$ cat src/rtl/calc_input_ctrl.sv
// Button/switch front end for the stack calculator: synchronise, debounce, turn
// presses into single-cycle commands, and hold the operand between commands.
module calc_input_ctrl #(
  parameter int DEBOUNCE_CYCLES = 50000,
  parameter int HOLDOFF_CYCLES  = 8
) (
  input  logic       clk,
  input  logic       reset,
  input  logic       btn_push,
  input  logic       btn_shift,
  input  logic       btn_op,
  input  logic       btn_reset,
  input  logic [7:0] sw_number,
  input  logic [2:0] sw_op,
  output logic       push_num,
  output logic       shift_and_push,
  output logic       do_other_op,
  output logic       calc_reset,
  output logic [7:0] input_number,
  output logic [2:0] other_op_code,
  output logic       busy,
  output logic       dropped
);

  localparam int DW = $clog2(DEBOUNCE_CYCLES);
  localparam int HW = (HOLDOFF_CYCLES > 1) ? $clog2(HOLDOFF_CYCLES) : 1;

  typedef enum logic [1:0] {IDLE, ISSUE, HOLDOFF} state_t;

  // Button bit order everywhere: 0 push, 1 shift, 2 op, 3 reset.
  logic [3:0]    btn_raw;
  logic [3:0]    btn_s1, btn_s2;
  logic [7:0]    num_s1, num_s2;
  logic [2:0]    op_s1, op_s2;
  logic [DW-1:0] db_cnt [4];
  logic [3:0]    stable, stable_prev, press_q;

  state_t        state, state_d;
  logic [2:0]    cmd, cmd_d;
  logic [HW-1:0] hold_cnt, hold_d;
  logic          capture, drop_d, creset_d, calc_reset_q;
  logic [2:0]    cmd_press, cmd_win;
  logic          cmd_multi;

  assign btn_raw = {btn_reset, btn_op, btn_shift, btn_push};

  always_ff @(posedge clk) begin
    if (reset) begin
      btn_s1 <= '0;
      btn_s2 <= '0;
      num_s1 <= '0;
      num_s2 <= '0;
      op_s1  <= '0;
      op_s2  <= '0;
    end else begin
      btn_s1 <= btn_raw;
      btn_s2 <= btn_s1;
      num_s1 <= sw_number;
      num_s2 <= num_s1;
      op_s1  <= sw_op;
      op_s2  <= op_s1;
    end
  end

  // Stable state flips only after DEBOUNCE_CYCLES consecutive differing samples.
  always_ff @(posedge clk) begin
    if (reset) begin
      for (int i = 0; i < 4; i++) db_cnt[i] <= '0;
      stable      <= '0;
      stable_prev <= '0;
      press_q     <= '0;
    end else begin
      for (int i = 0; i < 4; i++) begin
        if (btn_s2[i] != stable[i]) begin
          if (db_cnt[i] == DW'(DEBOUNCE_CYCLES - 1)) begin
            stable[i] <= ~stable[i];
            db_cnt[i] <= '0;
          end else begin
            db_cnt[i] <= db_cnt[i] + 1'b1;
          end
        end else begin
          db_cnt[i] <= '0;
        end
      end
      stable_prev <= stable;
      press_q     <= stable & ~stable_prev;
    end
  end

  // Commands have no back-pressure: a press is either issued as a one-cycle
  // pulse while IDLE or refused (dropped pulses); nothing is ever queued.
  assign cmd_press = press_q[2:0];
  assign cmd_win   = cmd_press & (~cmd_press + 3'd1);
  assign cmd_multi = (cmd_press & (cmd_press - 3'd1)) != 3'd0;

  always_comb begin
    state_d  = state;
    cmd_d    = cmd;
    hold_d   = hold_cnt;
    capture  = 1'b0;
    drop_d   = 1'b0;
    creset_d = 1'b0;
    if (press_q[3]) begin
      state_d  = IDLE;
      hold_d   = '0;
      creset_d = 1'b1;
      drop_d   = |cmd_press;
    end else begin
      case (state)
        IDLE: begin
          if (|cmd_press) begin
            state_d = ISSUE;
            cmd_d   = cmd_win;
            capture = 1'b1;
            drop_d  = cmd_multi;
          end
        end
        ISSUE: begin
          state_d = HOLDOFF;
          hold_d  = '0;
          drop_d  = |cmd_press;
        end
        HOLDOFF: begin
          drop_d = |cmd_press;
          if (hold_cnt == HW'(HOLDOFF_CYCLES - 1)) begin
            state_d = IDLE;
          end else begin
            hold_d = hold_cnt + 1'b1;
          end
        end
        default: state_d = IDLE;
      endcase
    end
  end

  always_ff @(posedge clk) begin
    if (reset) begin
      state         <= IDLE;
      cmd           <= '0;
      hold_cnt      <= '0;
      busy          <= 1'b0;
      dropped       <= 1'b0;
      calc_reset_q  <= 1'b0;
      input_number  <= '0;
      other_op_code <= '0;
    end else begin
      state        <= state_d;
      cmd          <= cmd_d;
      hold_cnt     <= hold_d;
      busy         <= (state_d != IDLE);
      dropped      <= drop_d;
      calc_reset_q <= creset_d;
      if (capture) begin
        input_number  <= num_s2;
        other_op_code <= op_s2;
      end
    end
  end

  assign push_num       = (state == ISSUE) && cmd[0];
  assign shift_and_push = (state == ISSUE) && cmd[1];
  assign do_other_op    = (state == ISSUE) && cmd[2];
  assign calc_reset     = reset | calc_reset_q;

endmodule

$ cat config.mk
export PLATFORM = sky130hd
export DESIGN_NAME = calc_input_ctrl
export DESIGN_NICKNAME = d
export VERILOG_FILES = /design/src/rtl/calc_input_ctrl.sv
export SDC_FILE = /design/constraint.sdc
export NUM_CORES = 1
export LEC_CHECK = 0
export CORE_UTILIZATION = 30
export CTS_CLUSTER_DIAMETER = 40
export CTS_CLUSTER_SIZE = 25
export DETAILED_ROUTE_END_ITERATION = 16
export PLACE_DENSITY = 0.58
export SLEW_MARGIN = 15
export SYNTH_ARGS = -nofsm -noshare
export SYNTH_HDL_FRONTEND = slang
export SYNTH_SLANG_ARGS = --single-unit
$ cat constraint.sdc
create_clock -name clk -period 6.1 [get_ports clk]
set_input_delay 1.22 -clock clk [delete_from_list [all_inputs] [get_ports clk]]
set_output_delay 1.22 -clock clk [all_outputs]
set_load 0.02 [all_outputs]
== Word-level counts from Yosys, hierarchy flattened ==
Memories as Yosys holds them, arrays and structs flattened.
Cells that the tools add are included.

* Reduce and logical (&&, ||, !) cells: 16
* Add/subtract/negate cells: 7
* Equality and inequality tests: 12
* Muxes and demuxes: 71
* Bitwise operators: 23

{| class="wikitable"
|+ Operators with widths
! operator !! number
|-
| 16-bit two-way mux || 12
|-
| 16-bit by 1-bit adder with 16-bit output (second input constant) || 4
|-
| 16-bit equality test (second input constant) || 4
|-
| 1-bit two-way mux || 52
|-
| 1-bit OR || 13
|-
| 2-bit AND reduction || 5
|-
| 3-bit by 1-bit adder with 3-bit output (second input constant) || 2
|-
| 3-bit AND || 2
|-
| 2-bit two-way mux || 3
|-
| 2-bit one-hot mux with 3 select lines || 1
|-
| 3-bit one-hot mux with 2 select lines || 1
|-
| 1-bit NOT || 5
|-
| 4-bit AND || 1
|-
| 1-bit != test || 4
|-
| 4-bit NOT || 1
|-
| 2-bit nonzero test || 2
|-
| 2-bit OR reduction || 2
|-
| 3-bit equality test (second input constant) || 1
|-
| 1-bit logical AND || 3
|-
| 3-bit two-way mux || 1
|-
| 3-bit NOT || 1
|-
| 3-bit AND reduction || 1
|-
| 3-bit nonzero test || 1
|-
| 3-bit OR reduction || 1
|-
| other kinds (6) || 6
|}

* Memories kept: 1
* Bits in writable memories: 64
* Bits in registers: 64
* Input bits: 17

{| class="wikitable"
|+ Memories
! memory !! words !! bits a word !! read ports !! clocked after memory_dff !! wr ports !! RTL line !! text
|-
| db_cnt || 4 || 16 || 4 || 0 || 4 || 35 || <nowiki>logic [DW-1:0] db_cnt [4];</nowiki>
|}

== Longest topological paths before layout ==
Gate-level depths: netlist (run 1).

* Word-level depth: 8
* Mapped depth: 7

== Worst setup path after synthesis (run 1) ==
Ideal clock, no wire load.

* Path kind: input to output
* Start: in reset
* End: out calc_reset
* Data arrival time: 1.969 ns
* Path buffers: 2
* Stages on the path: 3
* Required time: 4.880 ns
* Slack: 2.911 ns
* Cells stage by stage: clkbuf_1 -> clkbuf_1 -> or2_2

* Cells in the longest elaborated chain, start to end: 1

{| class="wikitable"
|+ Ends and longest elaborated chain
! element !! RTL line !! text
|-
| from (decl) || 8 || <nowiki>input logic reset,</nowiki>
|-
| 1-bit OR || 163 || <nowiki>assign calc_reset = reset | calc_reset_q;</nowiki>
|-
| to (decl) || 18 || <nowiki>output logic calc_reset,</nowiki>
|}

No other way between the ends.

== Worst setup path in the final report (run 1) ==
Same ends and word-level chain as after synthesis.

==> out/metrics.yaml, run 1 <==
fin_total_pwr_mw: 2.01
async_reset_ff_share_pct: 0
dieArea_um2: 19000
ys_seq_area_share_pct: 57.8
clk_path_buf_depth: 2
synthDistinctLibCells: 40
finalCriticalPeriod_ns: 3.43
cp_slowest_stage_delay_ns: 0.55
netlist_top_cells_count: "nor2_1, dfxtp_1, edfxtp_1"
status: "finished clean"
grt_pass1_vias: 3540
power_frac_comb_pct: 3.2
n_antenna_cell: 0
yosys.area.top_type_share_pct: 34.7
grt_use_total_pct: 11.2
die_h_um: 138
ant_nets: 0
grt_setup_unrepaired: "false"
p_sw_share_pct: 20.7
grt_antenna_before_repair: 0
arrival_ns: 2.21
final_nets: 657
period_share_pct: 56.2
ys_top_cells_by_area: "edfxtp_1, dfxtp_1, xnor2_1"
fp.coreArea_um2: 18000
post-synth-top-count-cell: "nor2_1"
hold_path_class: "register to register"
maxSlewHeadroom_pct: 50.3
drt_first_pass_iters: 4
synth_ff_type: "edfxtp_1"
crit_chain: "buf_2 -> or2_2 -> clkdlybuf4s50_1"
htree_levels: 4
cts-buffers-inserted: 17
clock-sinks: 128
overflow: 0
postSynthCellCount: 527
crit_fanout: 2
clock_latency_ns: 0.41
worstMarginPinSlew_ns: 0.743
setup_viol: 0
detailed_place_hpwl_um: 6940
drive_gt1_share_pct: 5.60
cts_tree: "yes"
crit_path_top_delay_cell: "clkdlybuf4s50_1"
cts.reportedPaths.clkPinSlew_ns: 0.05
yosysWarnings: 0
gp_congestion: 0.806
die_x_um: 138
synth-seq-cells: 128
drc_errors: 0
synth_area_um2: 5550
area_growth_pct: 24.9
power_density_nw_per_um2: 290
cts_hold_buf: 0
cp.required_ns: 4.88
cts_setup_buffers: 0
portBuffers: 33
crit_path_start_kind: "input port"
rows: 49
drv_cap: 0
p_clk_share_pct: 49.4
dr.first_iter.drc_count: 180
pin_count: 34
dp_cells: 840
crit_path_end_kind: "output port"
hold_viol_final: 0
syn_avg_cell_area_um2: 10.5
report.final.slew_viol_count: 0
peakVddDrop_uv: 202
synth_edf_count: 64
fillers: 1799
via_count: 3799
whs_ns: 0.382
p_int_mw: 1.59
cts-root-buf: "clkbuf_16"
synth.largest_area_cell: "edfxtp_1"
power.switching_mw: 0.416
p_seq_share_pct: 47.5
grt_pass1_wl_um: 16300
critPathKind: "input port to output port"
p_leak_nw: 2.45
wirelength_um: 9910
final_cells: 872
post_cts_resized: 0
fin_setup_tns_ns: 0
wl_per_cell_um: 11.4
fin_worst_skew_ns: 0.00710
fmax_mhz: 291
grt_max_degree: 64
viasPerCell: 4.36
initial_core_util_pct: 30.8
critical path, delay by kind of cell:
| kind | cells | cell delay [ns] |
|---|---|---|
| buf+inv | 2 | 0.68 |
| simple gates | 1 | 0.30 |
power by group through the flow:
stage               logic, mW  clock network (mW)  registers, mW
floorplan              0.0465                   0          0.965
global placement       0.0623                   0          0.970
detailed placement     0.0630                   0          0.972
finish                 0.0639               0.992          0.954
CTS                    0.0635                1.02          0.954
global route           0.0722                1.05          0.958
path summary, 6_finish.rpt:
check,depth (start not counted),slack (ns),end,from
max,3,2.67,calc_reset,reset
min,1,0.38,press_q[0]$_SDFF_PP0_,stable_prev[0]$_SDFF_PP0_
max reg2reg,4,3.93,db_cnt[1][3]$_SDFFCE_PP0P_,db_cnt[1][4]$_SDFFCE_PP0P_
min reg2reg,1,0.38,press_q[0]$_SDFF_PP0_,stable_prev[0]$_SDFF_PP0_
layout by cell type, fill, tap and decap left out, types with 3 or more instances in the layout:
master           instances
nand2b_1                 3
xor2_1                   9
nor2b_1                 39
nand2_1                 45
or4b_1                   3
edfxtp_1                64
nor4bb_1                 4
and3_1                   4
ha_1                    10
nor2_1                  84
and2_1                   3
mux2i_1                  4
clkinv_2                 4
a21oi_1                 19
conb_1                  64
nand4_1                 14
clkbuf_16               20
nor3_1                  21
clkdlybuf4s50_1         32
inv_1                   13
nor4_1                  17
clkbuf_1                 4
xnor2_1                 51
nand3_1                 21
dfxtp_1                 64
state kept, by name, indices dropped and copies added (netlist names):
| name | cells |
|---|---|
| busy | 1 |
| other_op_code | 3 |
| stable_prev | 4 |
| num_s1 | 8 |
| press_q | 4 |
| op_s2 | 3 |
| dropped | 1 |
| num_s2 | 8 |
| btn_s1 | 4 |
| op_s1 | 3 |
| btn_s2 | 4 |
| state | 2 |
| db_cnt | 64 |
| calc_reset_q | 1 |
| stable | 4 |
| input_number | 8 |
| hold_cnt | 3 |
| cmd | 3 |
cell type report:
type                    count  area, um^2  share of cell area (%)
flip-flops and latches    128        3200                    46.2
inverters                  13        48.8                   0.704
clock buffers              24         515                    7.44
well taps                 229         287                    4.14
clock inverters             8        71.3                    1.03
multi-input cells         436        2470                    35.7
repair buffers             34         333                    4.80
metal layers:
metal | vias to the layer above | global-route usage (%) | part of all wire, %
li1 | 1974 | - | -
met1 | 1761 | 13.9 | 49
met2 | 53 | 17.6 | 46
met3 | 11 | 3.65 | 3.7
met4 | 0 | 5.01 | 1.5
met5 | - | 0 | 0
through the flow:
step	area (um^2)	utilization (%)	setup WS [ns]
finish	6930	38.4	2.67
global route	6930	38.4	2.65
CTS	6930	38.4	2.65
detailed placement	6340	35.2	2.65
global placement	6340	35.2	2.65
floorplan	5780	-	2.91
kinds of logic (layout without fill, tap and decap cells):
kind of cell             Yosys count  count (layout)  share of synthesized area [%]
AND/OR/NAND/NOR                  272             272                           25.0
flip-flops                       128             128                           57.8
XOR/XNOR                          60              60                           9.48
AO/OA/AOI/OAI                     26              26                           2.80
buffers and inverters             26              79                           1.96
adder cells (fa/ha/maj)           10              10                           2.26
multiplexers                       4               4                          0.722
other                              1              64                         0.0676
Power figures use the tool's default switching activity.
==> run 2: changes to the inputs <==
==> constraint.sdc (replaced) <==
create_clock -name clk -period 3.2 [get_ports clk]
set_input_delay 0.64 -clock clk [delete_from_list [all_inputs] [get_ports clk]]
set_output_delay 0.64 -clock clk [all_outputs]
set_load 0.02 [all_outputs]
==> out/metrics.yaml, run 2 (synthesis gave the netlist of run 1 again) <==
status: "finished clean"
die_x_um: 138  # unchanged
clk_path_buf_depth: 2  # unchanged
cts-root-buf: "clkbuf_16"
critPathKind: "register to output port"
drv_cap: 0  # unchanged
dr.first_iter.drc_count: 174  # -3.3%
wirelength_um: 9590  # -3.2%
fmax_mhz: 406
dieArea_um2: 19000  # unchanged
detailed_place_hpwl_um: 6750  # -2.6%
hold_path_class: "register to register"
finalCriticalPeriod_ns: 2.46
n_antenna_cell: 0  # unchanged
clock-sinks: 128  # unchanged
period_share_pct: 77.0
p_leak_nw: 2.44  # -0.33%
wl_per_cell_um: 11.0  # -3.2%
crit_path_start_kind: "register"
drive_gt1_share_pct: 5.60  # unchanged
grt_antenna_before_repair: 0  # unchanged
cts_hold_buf: 0  # unchanged
overflow: 0  # unchanged
die_h_um: 138  # unchanged
worstMarginPinSlew_ns: 0.776  # +0.0330 ns
crit_path_end_kind: "output port"
portBuffers: 33  # unchanged
grt_max_degree: 64  # unchanged
ant_nets: 0  # unchanged
final_cell_mix: "nor2_1, dfxtp_1, edfxtp_1, conb_1, xnor2_1"
fin_total_pwr_mw: 3.77  # +88%
clock_latency_ns: 0.41  # about the same
dp_slack_ns: 0.920  # -1.73 ns
final_cells: 872  # unchanged
arrival_ns: 1.82  # -0.39 ns
grt_use_total_pct: 11.1  # -0.091 points
fin_setup_tns_ns: 0  # unchanged
final_util_pct: 38.4  # -0.076 points
rows: 49  # unchanged
cp.required_ns: 2.56  # -2.32 ns
crit_fanout: 4  # +2
setup_ws_ns: 0.737  # -1.93 ns
grt_setup_unrepaired: "false"
cts_tree: "yes"
hold_viol_final: 0  # unchanged
setup_viol: 0  # unchanged
cts_setup_buffers: 0  # unchanged
pin_count: 34  # unchanged
cts-buffers-inserted: 17  # unchanged
cts.reportedPaths.clkPinSlew_ns: 0.06  # about the same
gp_congestion: 0.798  # -1.0%
maxSlewHeadroom_pct: 48.1  # -2.2 points
fp.coreArea_um2: 18000  # unchanged
whs_ns: 0.385  # +0.00328 ns
peakVddDrop_uv: 387  # +91%
layout_commonest_cell: "nor2_1"
dp_cells: 840  # unchanged
top_register: "db_cnt"
grt_pass1_wl_um: 16200  # -1.2%
drc_errors: 0  # unchanged
grt_pass1_vias: 3563  # +0.65%
area_growth_pct: 24.7
post_cts_resized: 0  # unchanged
drt_first_pass_iters: 4  # unchanged
placed_area_um2: 6340  # unchanged
report.final.slew_viol_count: 0  # unchanged
largest_reg_flops: 64  # unchanged
viasPerCell: 4.32  # -0.82%
fillers: 1795  # -0.22%
power_density_nw_per_um2: 545  # +88%
fin_worst_skew_ns: 0.00884  # +0.00173 ns
htree_levels: 4  # unchanged
initial_core_util_pct: 30.8  # unchanged
final_area_um2: 6910  # -0.20%
final_nets: 657  # unchanged
via_count: 3768  # -0.82%
run 2: changes by cell type in the layout (fill, tap and decap cells not counted), sizes merged:
cell / delta
clkbuf: +2
clkinv: -2
inv: +1
bufinv: -1
run 2: layer usage:
layer  GRT usage, %  share of wire, %  vias to the layer above
met4           5.37               1.6                        0
met5              0                 0                        -
met3           3.80               3.5                       18
met1           13.3                47                     1739
li1               -                 -                     1968
met2           17.8                47                       43
run 2: final timing paths:
path | startpoint | to | slack [ns] | depth (start not counted)
max reg2reg | db_cnt[1][4]$_SDFFCE_PP0P_ | db_cnt[1][10]$_SDFFCE_PP0P_ | 1.07 | 4
min reg2reg | stable_prev[3]$_SDFF_PP0_ | press_q[3]$_SDFF_PP0_ | 0.38 | 1
min | stable_prev[3]$_SDFF_PP0_ | press_q[3]$_SDFF_PP0_ | 0.38 | 1
max | state[1]$_SDFF_PP0_ | push_num | 0.74 | 4
run 2: cell type report:
cell class / count / area [um^2] / area share [%]
Inverter: 13 / 48.8 / 0.706
Sequential cell: 128 / 3200 / 46.3
Tap cell: 229 / 287 / 4.14
Clock buffer: 26 / 532 / 7.69
Timing Repair Buffer: 34 / 333 / 4.81
Multi-Input combinational cell: 436 / 2470 / 35.7
Clock inverter: 6 / 41.3 / 0.597
run 2: worst max-delay path: stages (launching register included):
cell and delay (ns):
dfxtp_1 0.33, inv_1 0.10, ha_1 0.22, and2_1 0.16
clkdlybuf4s50_1 0.61
run 2: power breakdown:
group | internal (mW) | total, mW | switching (mW)
Clock | 1.15 | 1.83 | 0.684
Combinational | 0.0603 | 0.121 | 0.0607
Sequential | 1.77 | 1.82 | 0.0440
Total | 2.98 | 3.77 | 0.789
==> run 3: changes to the inputs <==
--- a/config.mk
+++ b/config.mk
@@ -9,7 +9,7 @@
 export CTS_CLUSTER_DIAMETER = 40
 export CTS_CLUSTER_SIZE = 25
 export DETAILED_ROUTE_END_ITERATION = 16
-export PLACE_DENSITY = 0.58
+export PLACE_DENSITY = 0.6
 export SLEW_MARGIN = 15
 export SYNTH_ARGS = -nofsm -noshare
 export SYNTH_HDL_FRONTEND = slang
==> constraint.sdc (replaced) <==
create_clock -name clk -period 2.2 [get_ports clk]
set_input_delay 0.44 -clock clk [delete_from_list [all_inputs] [get_ports clk]]
set_output_delay 0.44 -clock clk [all_outputs]
set_load 0.02 [all_outputs]
==> out/metrics.yaml, run 3 (synthesis gave the netlist of run 1 again) <==
initial_core_util_pct: 30.8  # unchanged
die_h_um: 138  # unchanged
cts_hold_buf: 0  # unchanged
cts_tree: "yes"
period_share_pct: 93.7
area_growth_pct: 26.7
pin_count: 34  # unchanged
die_x_um: 138  # unchanged
worstMarginPinSlew_ns: 0.860  # +0.0846 ns
fin_setup_tns_ns: 0  # unchanged
grt_max_degree: 64  # unchanged
cts.reportedPaths.clkPinSlew_ns: 0.06  # about the same
finalCriticalPeriod_ns: 2.06
wirelength_um: 9740  # +1.6%
top_register: "db_cnt"
n_antenna_cell: 0  # unchanged
setup_viol: 0  # unchanged
p_leak_nw: 2.52  # +3.4%
critPathKind: "register to register"
final_cells: 881  # +1.0%
viasPerCell: 4.28  # -0.84%
maxSlewHeadroom_pct: 42.4  # -5.7 points
grt_use_total_pct: 11.3  # +0.14 points
overflow: 0  # unchanged
arrival_ns: 2.21  # +0.39 ns
hold_viol_final: 0  # unchanged
portBuffers: 33  # unchanged
peakVddDrop_uv: 551  # +42%
fp.coreArea_um2: 18000  # unchanged
multiInputGateArea_um2: 2470  # unchanged
layout_commonest_cell: "nor2_1"
drc_errors: 0  # unchanged
wl_per_cell_um: 11.1  # +0.54%
fin_worst_skew_ns: 0.00591  # -0.00292 ns
rows: 49  # unchanged
regArea_um2: 3200  # unchanged
crit_fanout: 14  # +10
largest_reg_flops: 64  # unchanged
cp.required_ns: 2.35  # -0.21 ns
grt_antenna_before_repair: 0  # unchanged
hold_path_class: "register to register"
report.final.slew_viol_count: 0  # unchanged
grt_setup_unrepaired: "false"
via_count: 3775  # +0.19%
dp_cells: 849  # +1.1%
final_nets: 666  # +1.4%
clock_latency_ns: 0.41  # about the same
dieArea_um2: 19000  # unchanged
clk_path_buf_depth: 2  # unchanged
clock-sinks: 128  # unchanged
cts-buffers-inserted: 17  # unchanged
final_cell_mix: "nor2_1, dfxtp_1, edfxtp_1, conb_1, xnor2_1"
gp_congestion: 0.782  # -2.0%
ant_nets: 0  # unchanged
cts-root-buf: "clkbuf_16"
crit_path_start_kind: "register"
grt_pass1_wl_um: 16200  # +0.26%
drive_gt1_share_pct: 7.21  # +1.6 points
status: "finished clean"
fmax_mhz: 485
drt_first_pass_iters: 4  # unchanged
power_density_nw_per_um2: 801  # +47%
crit_path_end_kind: "register"
whs_ns: 0.379  # -0.00554 ns
htree_levels: 4  # unchanged
drv_cap: 0  # unchanged
grt_pass1_vias: 3442  # -3.4%
fillers: 1798  # +0.17%
dr.first_iter.drc_count: 205  # +18%
detailed_place_hpwl_um: 6760  # about the same
-- run 3: path summary, 6_finish.rpt --
check | slack, ns | cells after the start | from | to
worst max-delay path | 0.14 | 4 | db_cnt[0][4]$_SDFFCE_PP0P_ | db_cnt[0][15]$_SDFFCE_PP0P_
worst max register to register | 0.14 | 4 | db_cnt[0][4]$_SDFFCE_PP0P_ | db_cnt[0][15]$_SDFFCE_PP0P_
worst min register to register | 0.38 | 1 | stable_prev[0]$_SDFF_PP0_ | press_q[0]$_SDFF_PP0_
worst min-delay path | 0.38 | 1 | stable_prev[0]$_SDFF_PP0_ | press_q[0]$_SDFF_PP0_
-- run 3: area by class of cell --
class                           instances  area share (%)
Clock inverter                          6           0.481
Multi-Input combinational cell        436            35.2
Clock buffer                           26            8.17
Timing Repair Buffer                   43            5.82
Sequential cell                       128            45.6
Tap cell                              229            4.08
Inverter                               13           0.695
-- run 3: report_power, final --
part	leakage [nW]	internal (mW)	total (mW)	switching, mW
Clock	0.308	1.80	2.80	0.999
Sequential	1.18	2.58	2.64	0.0611
Combinational	1.03	0.0962	0.191	0.0944
Total	2.52	4.48	5.63	1.15
-- run 3: layer usage --
metal,GRT usage [%],up-vias,wire [um]
li1,-,1984,-
met1,14.6,1740,4850
met2,16.6,42,4440
met3,3.95,9,369
met4,5.25,0,81
met5,0,-,0
-- run 3: worst max-delay path: stages, from the launching register on --
cell and delay [ns]:
edfxtp_1 0.44, or4b_1 0.55, or4_4 0.56, nand2_4 0.18, nor2_1 0.07
-- run 3: per-stage QoR --
step	setup WS [ns]	util [%]	power, mW	instance area (um^2)
finish	0.139	39.0	5.63	7030
global route	0.0635	39.0	5.85	7030
CTS	0.139	39.0	5.70	7030
detailed placement	0.150	35.6	2.88	6420
global placement	0.178	35.6	2.88	6420
floorplan	0.190	-	2.81	5780
-- run 3: what timing repair did --
action,4_1_cts,5_1_grt
setup endpoints to repair,3,0
gates resized for setup,3,0
setup buffers,0,0
